### config.mk
export PLATFORM = sky130hd
export DESIGN_NAME = glitch_sequencer
export DESIGN_NICKNAME = d
export VERILOG_FILES = /design/src/rtl/glitch_sequencer.sv
export SDC_FILE = /design/constraint.sdc
export NUM_CORES = 1
export LEC_CHECK = 0
export BUFFER_PORTS_ARGS = -buffer_cell sky130_fd_sc_hd__buf_2
export CELL_PAD_IN_SITES_DETAIL_PLACEMENT = 0
export CELL_PAD_IN_SITES_GLOBAL_PLACEMENT = 1
export CORE_ASPECT_RATIO = 0.75
export CORE_MARGIN = 1.5
export CORE_UTILIZATION = 35
export DETAILED_ROUTE_END_ITERATION = 16
export PLACE_DENSITY = 0.77
export SLEW_MARGIN = 20
export SYNTH_ARGS = -nofsm -noshare
export SYNTH_HDL_FRONTEND = slang
export SYNTH_SLANG_ARGS = --single-unit
### constraint.sdc
create_clock -name clk -period 8 [get_ports clk]
set_clock_uncertainty 0.2 [all_clocks]
set_input_delay 0 -clock clk [delete_from_list [all_inputs] [get_ports clk]]
set_output_delay 0 -clock clk [all_outputs]
set_load 0.02 [all_outputs]
### src/rtl/glitch_sequencer.sv
// glitch_sequencer
//   Trigger-to-glitch timing engine. Arms on command, waits for a synchronised
//   rising edge of the raw trigger, counts a programmable delay, then emits
//   `repeat` glitch pulses of `width` cycles separated by `gap` low cycles.
//   Zero width/gap/repeat values are treated as 1.
//
// Ports
//   clk        system clock, rising edge
//   reset      synchronous active-high reset
//   i_arm      strobe: latch config and arm (IDLE only)
//   i_abort    strobe: return to IDLE from any state (wins over everything)
//   i_trig     raw asynchronous trigger
//   i_delay    cycles from trigger detect to first pulse
//   i_width    pulse high cycles
//   i_gap      low cycles between pulses
//   i_repeat   number of pulses
//   o_glitch   registered glitch output
//   o_armed    high while ARMED
//   o_waiting  high while in DELAY or GAP
//   o_firing   high while in PULSE
//   o_done     one-cycle strobe when a sequence completes (not on abort)
//
// Configuration
//   TRIG_FILTER_EN  when defined, a trigger edge is accepted only if the
//                   synchronised trigger stays high FILT_LEN further cycles.

module glitch_sequencer #(
  parameter int unsigned CNT_W    = 32,
  parameter int unsigned REP_W    = 8,
  parameter int unsigned FILT_LEN = 4
) (
  input  logic             clk,
  input  logic             reset,
  input  logic             i_arm,
  input  logic             i_abort,
  input  logic             i_trig,
  input  logic [CNT_W-1:0] i_delay,
  input  logic [CNT_W-1:0] i_width,
  input  logic [CNT_W-1:0] i_gap,
  input  logic [REP_W-1:0] i_repeat,
  output logic             o_glitch,
  output logic             o_armed,
  output logic             o_waiting,
  output logic             o_firing,
  output logic             o_done
);

  typedef enum logic [2:0] {
    StIdle, StArmed, StDelay, StPulse, StGap, StDone
  } state_e;

  state_e state_q;

  logic [CNT_W-1:0] cnt_q;
  logic [CNT_W-1:0] delay_q, width_q, gap_q;
  logic [REP_W-1:0] rep_q;

  // Two-flop synchroniser plus a third flop for edge detection.
  logic s1_q, s2_q, s3_q;
  logic trig_ev_q;

  always_ff @(posedge clk) begin
    if (reset) begin
      s1_q <= 1'b0;
      s2_q <= 1'b0;
      s3_q <= 1'b0;
    end else begin
      s1_q <= i_trig;
      s2_q <= s1_q;
      s3_q <= s2_q;
    end
  end

`ifdef TRIG_FILTER_EN
  localparam int unsigned RunW = $clog2(FILT_LEN + 1);
  logic [RunW-1:0] run_q;

  // run_q counts how long s2 has stayed high since an edge seen while ARMED;
  // any drop before FILT_LEN further cycles discards the edge as a runt.
  always_ff @(posedge clk) begin
    if (reset || state_q != StArmed) begin
      run_q     <= '0;
      trig_ev_q <= 1'b0;
    end else begin
      trig_ev_q <= 1'b0;
      if (run_q == '0) begin
        if (s2_q && !s3_q) run_q <= RunW'(1);
      end else if (!s2_q) begin
        run_q <= '0;
      end else if (run_q == RunW'(FILT_LEN)) begin
        trig_ev_q <= 1'b1;
        run_q     <= '0;
      end else begin
        run_q <= run_q + RunW'(1);
      end
    end
  end
`else
  // Only edges observed while ARMED count; a level already high at arm time
  // produces no edge.
  always_ff @(posedge clk) begin
    if (reset) begin
      trig_ev_q <= 1'b0;
    end else begin
      trig_ev_q <= (state_q == StArmed) && s2_q && !s3_q;
    end
  end
`endif

  // Counter is reloaded with 1 on every state entry and counts up to the
  // latched terminal value, so a state lasts exactly that many cycles.
  always_ff @(posedge clk) begin
    if (reset) begin
      state_q   <= StIdle;
      cnt_q     <= '0;
      delay_q   <= '0;
      width_q   <= '0;
      gap_q     <= '0;
      rep_q     <= '0;
      o_glitch  <= 1'b0;
      o_armed   <= 1'b0;
      o_waiting <= 1'b0;
      o_firing  <= 1'b0;
      o_done    <= 1'b0;
    end else begin
      o_done <= 1'b0;
      if (i_abort) begin
        state_q   <= StIdle;
        o_glitch  <= 1'b0;
        o_armed   <= 1'b0;
        o_waiting <= 1'b0;
        o_firing  <= 1'b0;
      end else begin
        unique case (state_q)
          StIdle: begin
            if (i_arm) begin
              delay_q <= i_delay;
              width_q <= (i_width == '0) ? CNT_W'(1) : i_width;
              gap_q   <= (i_gap == '0) ? CNT_W'(1) : i_gap;
              rep_q   <= (i_repeat == '0) ? REP_W'(1) : i_repeat;
              state_q <= StArmed;
              o_armed <= 1'b1;
            end
          end
          StArmed: begin
            if (trig_ev_q) begin
              cnt_q   <= CNT_W'(1);
              o_armed <= 1'b0;
              if (delay_q == '0) begin
                state_q  <= StPulse;
                o_firing <= 1'b1;
                o_glitch <= 1'b1;
              end else begin
                state_q   <= StDelay;
                o_waiting <= 1'b1;
              end
            end
          end
          StDelay, StGap: begin
            if (cnt_q == ((state_q == StDelay) ? delay_q : gap_q)) begin
              state_q   <= StPulse;
              cnt_q     <= CNT_W'(1);
              o_waiting <= 1'b0;
              o_firing  <= 1'b1;
              o_glitch  <= 1'b1;
            end else begin
              cnt_q <= cnt_q + CNT_W'(1);
            end
          end
          StPulse: begin
            if (cnt_q == width_q) begin
              cnt_q    <= CNT_W'(1);
              rep_q    <= rep_q - REP_W'(1);
              o_firing <= 1'b0;
              o_glitch <= 1'b0;
              if (rep_q == REP_W'(1)) begin
                state_q <= StDone;
              end else begin
                state_q   <= StGap;
                o_waiting <= 1'b1;
              end
            end else begin
              cnt_q <= cnt_q + CNT_W'(1);
            end
          end
          StDone: begin
            state_q <= StIdle;
            o_done  <= 1'b1;
          end
          default: state_q <= StIdle;
        endcase
      end
    end
  end

endmodule
==> reports/summary.txt, run 1 <==
Run status = finished clean
WP data required = 8.07 ns
Tmin final = 4.12 ns
CTS tree = built
Sequential share of power = 45.2%
Comb pwr share = 12.8%
PD cells = 171 nW/um2
TritonCTS Buffers = 17
Diode count = 0
Top-count cell post-synth = nand2_1
Gate Count Post-Synth = 958
Drc violations = 0
Filler Cell Count = 1,979
First-pass GRT wire length = 39,600 um
Worst-path cell chain = or3b_1 > a221oi_2 > a31oi_1 > a2111oi_2 > a41oi_1 > a211oi_2 > a21o_1 > nor2_1
WL final = 25,300 um
Crit end category = register
#FFs+latches synth = 147
DPL Wire Length = 17,100 um
Final hold vios = 0
Die area = 21,600 um2
Clk sinks = 147
Post-synth top cells = 221 x nand2_1, 147 x dfxtp_1, 110 x a21oi_1
Row count = 45
Via count = 7,569
Die Wd = 169 um
Clock share of power = 42.0%
CTS Root Cell = clkbuf_16
Post-synth top area cell = dfxtp_1
Post-synthesis sequential area ratio = 40.5%
Number of max-cap violations = 0
Peak VDD IR = 0.000130 V
Iter 0 DRT Violations = 620
Switching pwr = 425 uW
Largest net degree at the start of global routing = 98
Worst Path Buf+Inv = 0
Worst hold path type = input port to register
Mapped Nets = 1,070
Fin. max-slew vios = 0
Depth of the CTS H-tree = 4
Synth top area share = 40.5%
Ports = 114
CP Max Fanout = 28
Number of port buffers = 113
Slowest stage delay, CP = 0.78 ns
Fraction of registers with async set/reset = 0%
Sw Share = 24.5%
Area contributors post-synth = dfxtp_1 40%, nand2_1 11%, xnor2_1 8.6%, a21oi_1 7.6%, nor2_1 3.4%
Setup tns final = 0 ns
Slew HR = 33.1%
Routed wire per std cell = 17.1 um
Worst Hold Slack = 0.185 ns
RePlAce Congestion = 0.944
DR vias/cell = 5.10
Syn avg cell area = 7.59 um2
Int Power = 1.31 mW
Mapped Area = 7270 um2
Layout Nets = 1,305
Final worst-path cycle share = 51.5%
Worst EP arrival = 4.19 ns
Critical path's top delay family = compound AO/OA/AOI/OAI gates
Gr usage total = 23.8%
Initial antenna violation count = 0
Synth unique cells = 59
Drt pass-1 iters = 7
EDFF count, synth = 0
Max Root-Sink Buffers = 2
Initial Util = 35.8%
Final setup vio count = 0
Total gr overflow = 0
RSZ-0062 raised after global routing = no
Worst-Margin Slew = 1.00 ns
Crit-path slowest cell = or3b_1
Die extent in y = 128 um
Design Area, Final = 10,200 um2
CORE AREA = 20,300 um2
Final ANT Viol Nets = 0
Layout cells sized above 1 = 12.7%
P_leak = 3.95 nW
Area Growth Syn to Fin = 39.7%
Setup Crit Path Kind = register to register
Post-synth top flop = dfxtp_1
Crit path launch type = register
Clock transition at the registers of the reported paths = 0.06 ns
Vias in the first global route = 7,286
Clock Latency Late Sink = 0.42 ns
Post-DP Area = 7950 um2
Highest clock rate = 243 MHz
Ys Warns = 0
## cell families after synthesis
family | share of synthesized area (%)
adders and majority gates | 0.516
AOI/OAI and AO/OA | 15.4
and+or+nand+nor | 26.8
buffers and inverters | 5.59
muxes | 0.826
xor gates and xnor gates | 10.4
DFF | 40.5
## sequential cells by signal (all words and copies together), names as in the netlist
| signal | count |
|---|---|
| trig_ev_q | 1 |
| s1_q | 1 |
| delay_q | 32 |
| cnt_q | 32 |
| state_q | 3 |
| gap_q | 32 |
| width_q | 32 |
| o_armed | 1 |
| s3_q | 1 |
| o_waiting | 1 |
| o_done | 1 |
| s2_q | 1 |
| o_firing | 1 |
| rep_q | 8 |
## final timing paths
path,from,end,slack [ns],cells after the start
max,state_q[1]$_SDFFE_PP0P_,cnt_q[10]$_SDFFE_PP0P_,3.88,8
max reg2reg,state_q[1]$_SDFFE_PP0P_,cnt_q[10]$_SDFFE_PP0P_,3.88,8
min,i_width[26],width_q[26]$_SDFFE_PP0P_,0.19,4
min reg2reg,s1_q$_SDFF_PP0_,s2_q$_SDFF_PP0_,0.25,1
## routing by layer
| layer | vias up | wire length [um] | GRT usage, % |
|---|---|---|---|
| li1 | 3745 | - | - |
| met4 | 0 | 425 | 6.51 |
| met2 | 239 | 11400 | 38.2 |
| met1 | 3559 | 12200 | 33.0 |
| met3 | 26 | 1310 | 3.92 |
| met5 | - | 0 | 0 |
## worst register-to-register path: stages (launching register included)
cell and delay, ns:
dfxtp_1 0.63, or3b_1 0.78, a221oi_2 0.32, a31oi_1 0.08, a2111oi_2 0.42, a41oi_1 0.21, a211oi_2 0.43, a21o_1 0.78
nor2_1 0.13
## cell usage in the layout (no fill, tap or decap), drive strengths merged, types with 3 or more instances in the layout
master	count
o221ai	3
and3	9
a211oi	4
a21oi	110
o21ai	13
nor3	20
nor2	65
dfxtp	147
clkinv	4
nand2b	3
nor2b	12
or4	4
a22oi	10
nand3	29
or3b	3
mux2i	6
nand2	221
a21o	5
or3	3
o31ai	3
nand4	25
o22ai	6
buf	119
xor2	15
dlygate4sd3	168
nor4	30
a2111oi	4
a22o	4
xnor2	71
a31oi	3
ha	3
clkbuf	23
inv	29
## layout make-up
type	count	area, um2	area share [%]
inverters	29	109	1.07
repair buffers	287	2290	22.6
well taps	282	353	3.47
multi-input cells	711	3930	38.7
clock inverters	6	57.6	0.567
flip-flops and latches	147	2940	29.0
clock buffers	23	468	4.61
## timing repair
| item | 4_1_cts | 5_1_grt |
|---|---|---|
| setup buffers | 0 | 0 |
| hold buffers | 168 | 0 |
| endpoints found under the hold margin | 117 | 0 |
| resized for setup | 0 | 0 |
## power by group through the flow
| stage | sequential [mW] | combinational [mW] | clock [mW] |
|---|---|---|---|
| after floorplan | 0.789 | 0.103 | 0 |
| after global placement | 0.801 | 0.158 | 0 |
| after detailed placement | 0.801 | 0.159 | 0 |
| after CTS | 0.785 | 0.218 | 0.739 |
| after global routing | 0.789 | 0.244 | 0.775 |
| final | 0.786 | 0.222 | 0.729 |
## metrics by stage
step,setup slack (ns),utilization [%],std cells,total power [mW]
floorplan,5.20,-,958,0.892
global placement,4.01,39.1,1288,0.959
detailed placement,3.92,39.1,1288,0.960
CTS,3.91,50.0,1485,1.74
global route,3.47,50.0,1485,1.81
finish,3.88,50.0,1485,1.74
Note: power is estimated with default switching activity, not from simulation.
==> inputs of run 2 (changes only) <==
--- a/config.mk
+++ b/config.mk
@@ -12,7 +12,7 @@
 export CORE_MARGIN = 1.5
 export CORE_UTILIZATION = 35
 export DETAILED_ROUTE_END_ITERATION = 16
-export PLACE_DENSITY = 0.77
+export PLACE_DENSITY = 0.8
 export SLEW_MARGIN = 20
 export SYNTH_ARGS = -nofsm -noshare
 export SYNTH_HDL_FRONTEND = slang
==> constraint.sdc (replaced) <==
create_clock -name clk -period 3.6 [get_ports clk]
set_clock_uncertainty 0.2 [all_clocks]
set_input_delay 0 -clock clk [delete_from_list [all_inputs] [get_ports clk]]
set_output_delay 0 -clock clk [all_outputs]
set_load 0.02 [all_outputs]
==> reports/summary.txt, run 2 (synthesis results as in run 1) <==
Crit path launch type = register
CORE AREA = 20,300 um2 (unchanged)
DR vias/cell = 5.03 (-1.4%)
Fin. max-slew vios = 0 (unchanged)
Hold-fix buffers at CTS = 149 (-11%)
Worst-path cell chain = xnor2_1 > nand4_1 > nor4_1 > nand2_1 > o31ai_1 > buf_4 > nor2_1 > a21oi_1 > a21oi_1 > dlygate4sd3_1
Worst Hold Launch = i_delay[19]
Utilization after layout = 50.1% (+0.12 points)
Design Area, Final = 10,200 um2 (+0.25%)
Final setup vio count = 0 (unchanged)
Run status = finished clean
Row count = 45 (unchanged)
Critical path's top delay family = simple AND/OR/NAND/NOR gates
Number of max-cap violations = 0 (unchanged)
Slew HR = 51.0% (+18 points)
Vias in the first global route = 7,183 (-1.4%)
Commonest non-fill, non-tap cell in the layout = nand2_1
Non-filler instance count after layout = 1,488 (+0.20%)
Worst hold path type = input port to register
Ports = 114 (unchanged)
WL final = 24,800 um (-2.3%)
CP Launch Point = cnt_q[27]$_SDFFE_PP0P_
Diode count = 0 (unchanged)
GRT met1 Usage = 33.1% (+0.077 points)
Worst EP arrival = 3.44 ns (-0.75 ns)
Drc violations = 0 (unchanged)
Final hold vios = 0 (unchanged)
Crit-path slowest cell = dfxtp_1
Die extent in y = 128 um (unchanged)
Die area = 21,600 um2 (unchanged)
Crit end category = register
CTS Root Cell = clkbuf_16
Layout cells sized above 1 = 14.6% (+1.9 points)
Peak VDD IR = 0.000299 V (+130%)
Gr usage total = 23.6% (-0.23 points)
Drt pass-1 iters = 5 (-2)
Iter 0 DRT Violations = 556 (-10%)
CP Max Fanout = 16 (-43%)
Post-CTS Resized = 0 (unchanged)
GR met3 Demand/Resource = 4.79% (+0.86 points)
Placed Cells = 1,307 (+1.5%)
Highest-count cells in the layout ignoring fill and taps = 221 x nand2_1, 149 x dlygate4sd3_1, 147 x dfxtp_1, 112 x buf_2, 110 x a21oi_1
P_leak = 3.96 nW (+0.29%)
Highest clock rate = 300 MHz (+23%)
Setup Crit Path Kind = register to register
PD cells = 397 nW/um2 (+130%)
Clock Latency Late Sink = 0.42 ns (about the same)
Via count = 7,481 (-1.2%)
Worst Path Buf+Inv = 2 (+2)
Final ANT Viol Nets = 0 (unchanged)
RSZ-0062 raised after global routing = no
Area Growth Syn to Fin = 40.1%
Met2 GRT Util = 36.3% (-2.0 points)
CTS tree = built
Top cell by count, worst path = a21oi_1
Max Root-Sink Buffers = 2 (unchanged)
Tmin final = 3.34 ns (-0.782 ns)
Total gr overflow = 0 (unchanged)
Clk sinks = 147 (unchanged)
Depth of the CTS H-tree = 4 (unchanged)
Die Wd = 169 um (unchanged)
Setup tns final = 0 ns (unchanged)
RePlAce Congestion = 0.996 (+5.6%)
Post-DP Area = 8090 um2 (+1.7%)
Largest net degree at the start of global routing = 64 (-35%)
Total power = 4.04 mW (+130%)
PnR worst setup slack = 0.264 ns (-3.62 ns)
DPL Wire Length = 17,400 um (+2.2%)
Setup Buffers After CTS = 0 (unchanged)
Worst-Margin Slew = 0.736 ns (-0.268 ns)
Routed wire per std cell = 16.6 um (-2.5%)
Final worst-path cycle share = 92.7% (+41 points)
FF-to-FF Start = cnt_q[27]$_SDFFE_PP0P_
Clock transition at the registers of the reported paths = 0.06 ns (about the same)
Slowest stage delay, CP = 0.64 ns (-0.14 ns)
Most used routing layer in global routing = met2
Initial antenna violation count = 0 (unchanged)
Layout Nets = 1,305 (unchanged)
TritonCTS Buffers = 17 (unchanged)
Initial Util = 35.8% (unchanged)
First-pass GRT wire length = 39,100 um (-1.2%)
WP data required = 3.71 ns (-4.36 ns)
Number of port buffers = 113 (unchanged)
Post-Place Setup Slack = 0.387 ns (-3.53 ns)
Worst Hold Slack = 0.163 ns (-0.0218 ns)
[run 2: cell types whose count changed in the layout (fill, tap and decap cells not counted), sizes merged]
cell         delta
buf            +19
dlygate4sd3    -19
bufinv          +2
clkbuf          -1
clkinv          +1
clkinvlp        +1
[run 2: worst register-to-register path, delay by kind of cell, from the launching register on]
| kind | cells | cell delay (ns) |
|---|---|---|
| AOI/OAI and AO/OA | 3 | 0.46 |
| DFF | 1 | 0.64 |
| buffers and inverters | 2 | 0.83 |
| and+or+nand+nor | 4 | 0.91 |
| xor gates and xnor gates | 1 | 0.18 |
[run 2: power breakdown]
group	internal (mW)	leakage, nW	switching, mW
Clock	1.14	0.296	0.674
Combinational	0.255	2.47	0.232
Sequential	1.68	1.20	0.0572
Total	3.08	3.96	0.963
[run 2: worst paths after layout]
path,end,slack (ns),cells after the start
worst min-delay path,delay_q[19]$_SDFFE_PP0P_,0.16,4
worst max register to register,rep_q[0]$_SDFFE_PP0P_,0.26,10
worst min register to register,s2_q$_SDFF_PP0_,0.23,1
worst max-delay path,rep_q[0]$_SDFFE_PP0P_,0.26,10
[run 2: cell type report]
type	instances	area, um2
clock buffers	22	474
clock inverters	10	130
fillers	1966	10100
inverters	29	109
multi-input cells	711	3930
flip-flops and latches	147	2940
well taps	282	353
repair buffers	287	2250
[run 2: routing by layer]
layer / part of all wire (%) / vias up
li1: - / 3746
met5: 0 / -
met4: 1.9 / 0
met1: 49 / 3485
met3: 5.3 / 33
met2: 43 / 217
==> inputs of run 3 (changes only) <==
--- a/config.mk
+++ b/config.mk
@@ -8,7 +8,7 @@
 export BUFFER_PORTS_ARGS = -buffer_cell sky130_fd_sc_hd__buf_2
 export CELL_PAD_IN_SITES_DETAIL_PLACEMENT = 0
 export CELL_PAD_IN_SITES_GLOBAL_PLACEMENT = 1
-export CORE_ASPECT_RATIO = 0.75
+export CORE_ASPECT_RATIO = 0.7
 export CORE_MARGIN = 1.5
 export CORE_UTILIZATION = 35
 export DETAILED_ROUTE_END_ITERATION = 16
==> constraint.sdc (replaced) <==
create_clock -name clk -period 3.6 [get_ports clk]
set_clock_uncertainty 0.2 [all_clocks]
set_input_delay 0.18 -clock clk [delete_from_list [all_inputs] [get_ports clk]]
set_output_delay 0.18 -clock clk [all_outputs]
set_load 0.02 [all_outputs]
==> reports/summary.txt, run 3 (synthesis results as in run 1) <==
Run status = finished clean
Setup Crit Path Kind = register to register
Depth of the CTS H-tree = 4 (unchanged)
Slowest stage delay, CP = 0.74 ns (+0.10 ns)
Design Area, Final = 9710 um2 (-4.7%)
Worst EP arrival = 3.38 ns (-0.06 ns)
Crit end category = register
Die extent in y = 124 um (-3.3%)
Total gr overflow = 0 (unchanged)
Drt pass-1 iters = 5 (unchanged)
Iter 0 DRT Violations = 531 (-4.5%)
Area Growth Syn to Fin = 33.5%
Multi-input logic area = 3930 um2 (unchanged)
Worst-path cell chain = or3b_1 > nand3_1 > or4_1 > o21ai_0 > nand4_1 > a211oi_2 > a21o_1 > buf_12 > nor2_1
Worst hold path type = input port to register
Fin. max-slew vios = 0 (unchanged)
CTS Root Cell = clkbuf_16
Final ANT Viol Nets = 0 (unchanged)
Worst-Margin Slew = 0.853 ns (+0.117 ns)
Reg-to-reg slack, setup = 0.34 ns (+0.07 ns)
Die area = 21,700 um2 (about the same)
Clock transition at the registers of the reported paths = 0.06 ns (about the same)
RR Endpoint = cnt_q[24]$_SDFFE_PP0P_
Drc violations = 0 (unchanged)
Slew HR = 43.1% (-7.8 points)
RSZ-0062 raised after global routing = no
CTS tree = built
WP data required = 3.72 ns (about the same)
Initial Util = 36.2% (+0.46 points)
Highest clock rate = 306 MHz (+2.2%)
Tmin final = 3.26 ns (-0.0728 ns)
Gr usage total = 22.9% (-0.63 points)
Number of max-cap violations = 0 (unchanged)
Final setup vio count = 0 (unchanged)
TritonCTS Buffers = 17 (unchanged)
Peak VDD IR = 0.000321 V (+7.3%)
Die Wd = 175 um (+3.4%)
Crit-path slowest cell = or3b_1
CORE AREA = 20,100 um2 (-1.3%)
Via count = 7,232 (-3.3%)
Non-filler instance count after layout = 1,427 (-4.1%)
Max Root-Sink Buffers = 2 (unchanged)
Crit path launch type = register
Register Area = 2940 um2 (unchanged)
Register-to-Register Path Depth = 9 (-1)
Crit path to = cnt_q[24]$_SDFFE_PP0P_
Ports = 114 (unchanged)
Largest net degree at the start of global routing = 66 (+3.1%)
DR vias/cell = 5.07 (+0.80%)
Final hold vios = 0 (unchanged)
First-pass GRT wire length = 37,600 um (-3.8%)
CP Launch Point = state_q[2]$_SDFFE_PP0P_
Setup Buffers After CTS = 0 (unchanged)
RePlAce Congestion = 0.922 (-7.5%)
FF-to-FF Start = state_q[2]$_SDFFE_PP0P_
Layout cells sized above 1 = 14.6% (about the same)
Final worst-path cycle share = 90.6% (-2.0 points)
Highest-count cells in the layout ignoring fill and taps = 221 x nand2_1, 147 x dfxtp_1, 112 x buf_2, 110 x a21oi_1, 106 x dlygate4sd3_1
Initial antenna violation count = 0 (unchanged)
WL final = 24,100 um (-2.6%)
Placed Cells = 1,289 (-1.4%)
PD cells = 414 nW/um2 (+4.2%)
Row count = 43 (-4.4%)
Filler Cell Count = 1,938 (-1.4%)
Worst Hold Slack = 0.0178 ns (-0.146 ns)
Number of port buffers = 113 (unchanged)
Clk sinks = 147 (unchanged)
Layout Nets = 1,256 (-3.8%)
Post-DP Area = 8050 um2 (-0.43%)
P_leak = 3.65 nW (-7.7%)
Setup tns final = 0 ns (unchanged)
Commonest non-fill, non-tap cell in the layout = nand2_1
Diode count = 0 (unchanged)
Vias in the first global route = 6,912 (-3.8%)
CP Max Fanout = 28 (+12)
Clock Latency Late Sink = 0.43 ns (about the same)
DPL Wire Length = 17,400 um (-0.16%)
Routed wire per std cell = 16.9 um (+1.6%)
[run 3: cell types whose count changed in the layout (fill, tap and decap cells not counted), sizes merged]
cell         delta
dlygate4sd3    -43
clkbuf          -2
buf             -6
inv             +1
clkinvlp        +1
[run 3: layout make-up]
type                            instances  area share, %
Timing Repair Buffer                  238           18.5
Multi-Input combinational cell        711           40.4
Sequential cell                       147           30.3
Clock inverter                         12           1.62
Clock buffer                           20           4.50
Tap cell                              270           3.48
Inverter                               29           1.12
[run 3: power breakdown]
| part | internal [mW] | switching [mW] | total, mW | leakage, nW |
|---|---|---|---|---|
| registers | 1.68 | 0.0556 | 1.74 | 1.20 |
| clock network | 1.09 | 0.724 | 1.82 | 0.281 |
| logic | 0.230 | 0.227 | 0.458 | 2.18 |
| total | 3.01 | 1.01 | 4.01 | 3.65 |
[run 3: through the flow]
stage	power (mW)	utilization, %	worst slack, ns
after floorplan	1.98	-	0.799
after global placement	2.14	40.1	0.437
after detailed placement	2.14	40.1	0.392
after CTS	4.03	48.4	0.381
after global routing	4.15	48.4	0.127
final	4.01	48.4	0.337
[run 3: worst max-delay path: cells and delay by family, from the launching register on]
family	cells	cell delay (ns)
AND/OR/NAND/NOR	5	1.64
AO/OA/AOI/OAI	3	0.61
flip-flops	1	0.52
buffers and inverters	1	0.18
[run 3: worst min-delay path by stage]
stage / startpoint / to / cells past startpoint
floorplan: i_trig / s1_q$_SDFF_PP0_ / 1
global placement: i_trig / s1_q$_SDFF_PP0_ / 2
detailed placement: i_trig / s1_q$_SDFF_PP0_ / 2
CTS: i_gap[0] / gap_q[0]$_SDFFE_PP0P_ / 3
global route: i_gap[0] / gap_q[0]$_SDFFE_PP0P_ / 3
finish: i_gap[0] / gap_q[0]$_SDFFE_PP0P_ / 3
[run 3: what timing repair did]
item | CTS | global route
hold buffers | 106 | 0
gates resized for setup | 0 | 0
endpoints found under the hold margin | 107 | 0
[run 3: routing by layer]
layer	vias to the layer above	global-route usage, %	routed length, um
li1	3649	-	-
met1	3334	33.4	12300
met2	229	35.0	10100
met3	20	4.31	1540
met4	0	5.18	237
met5	-	0	0
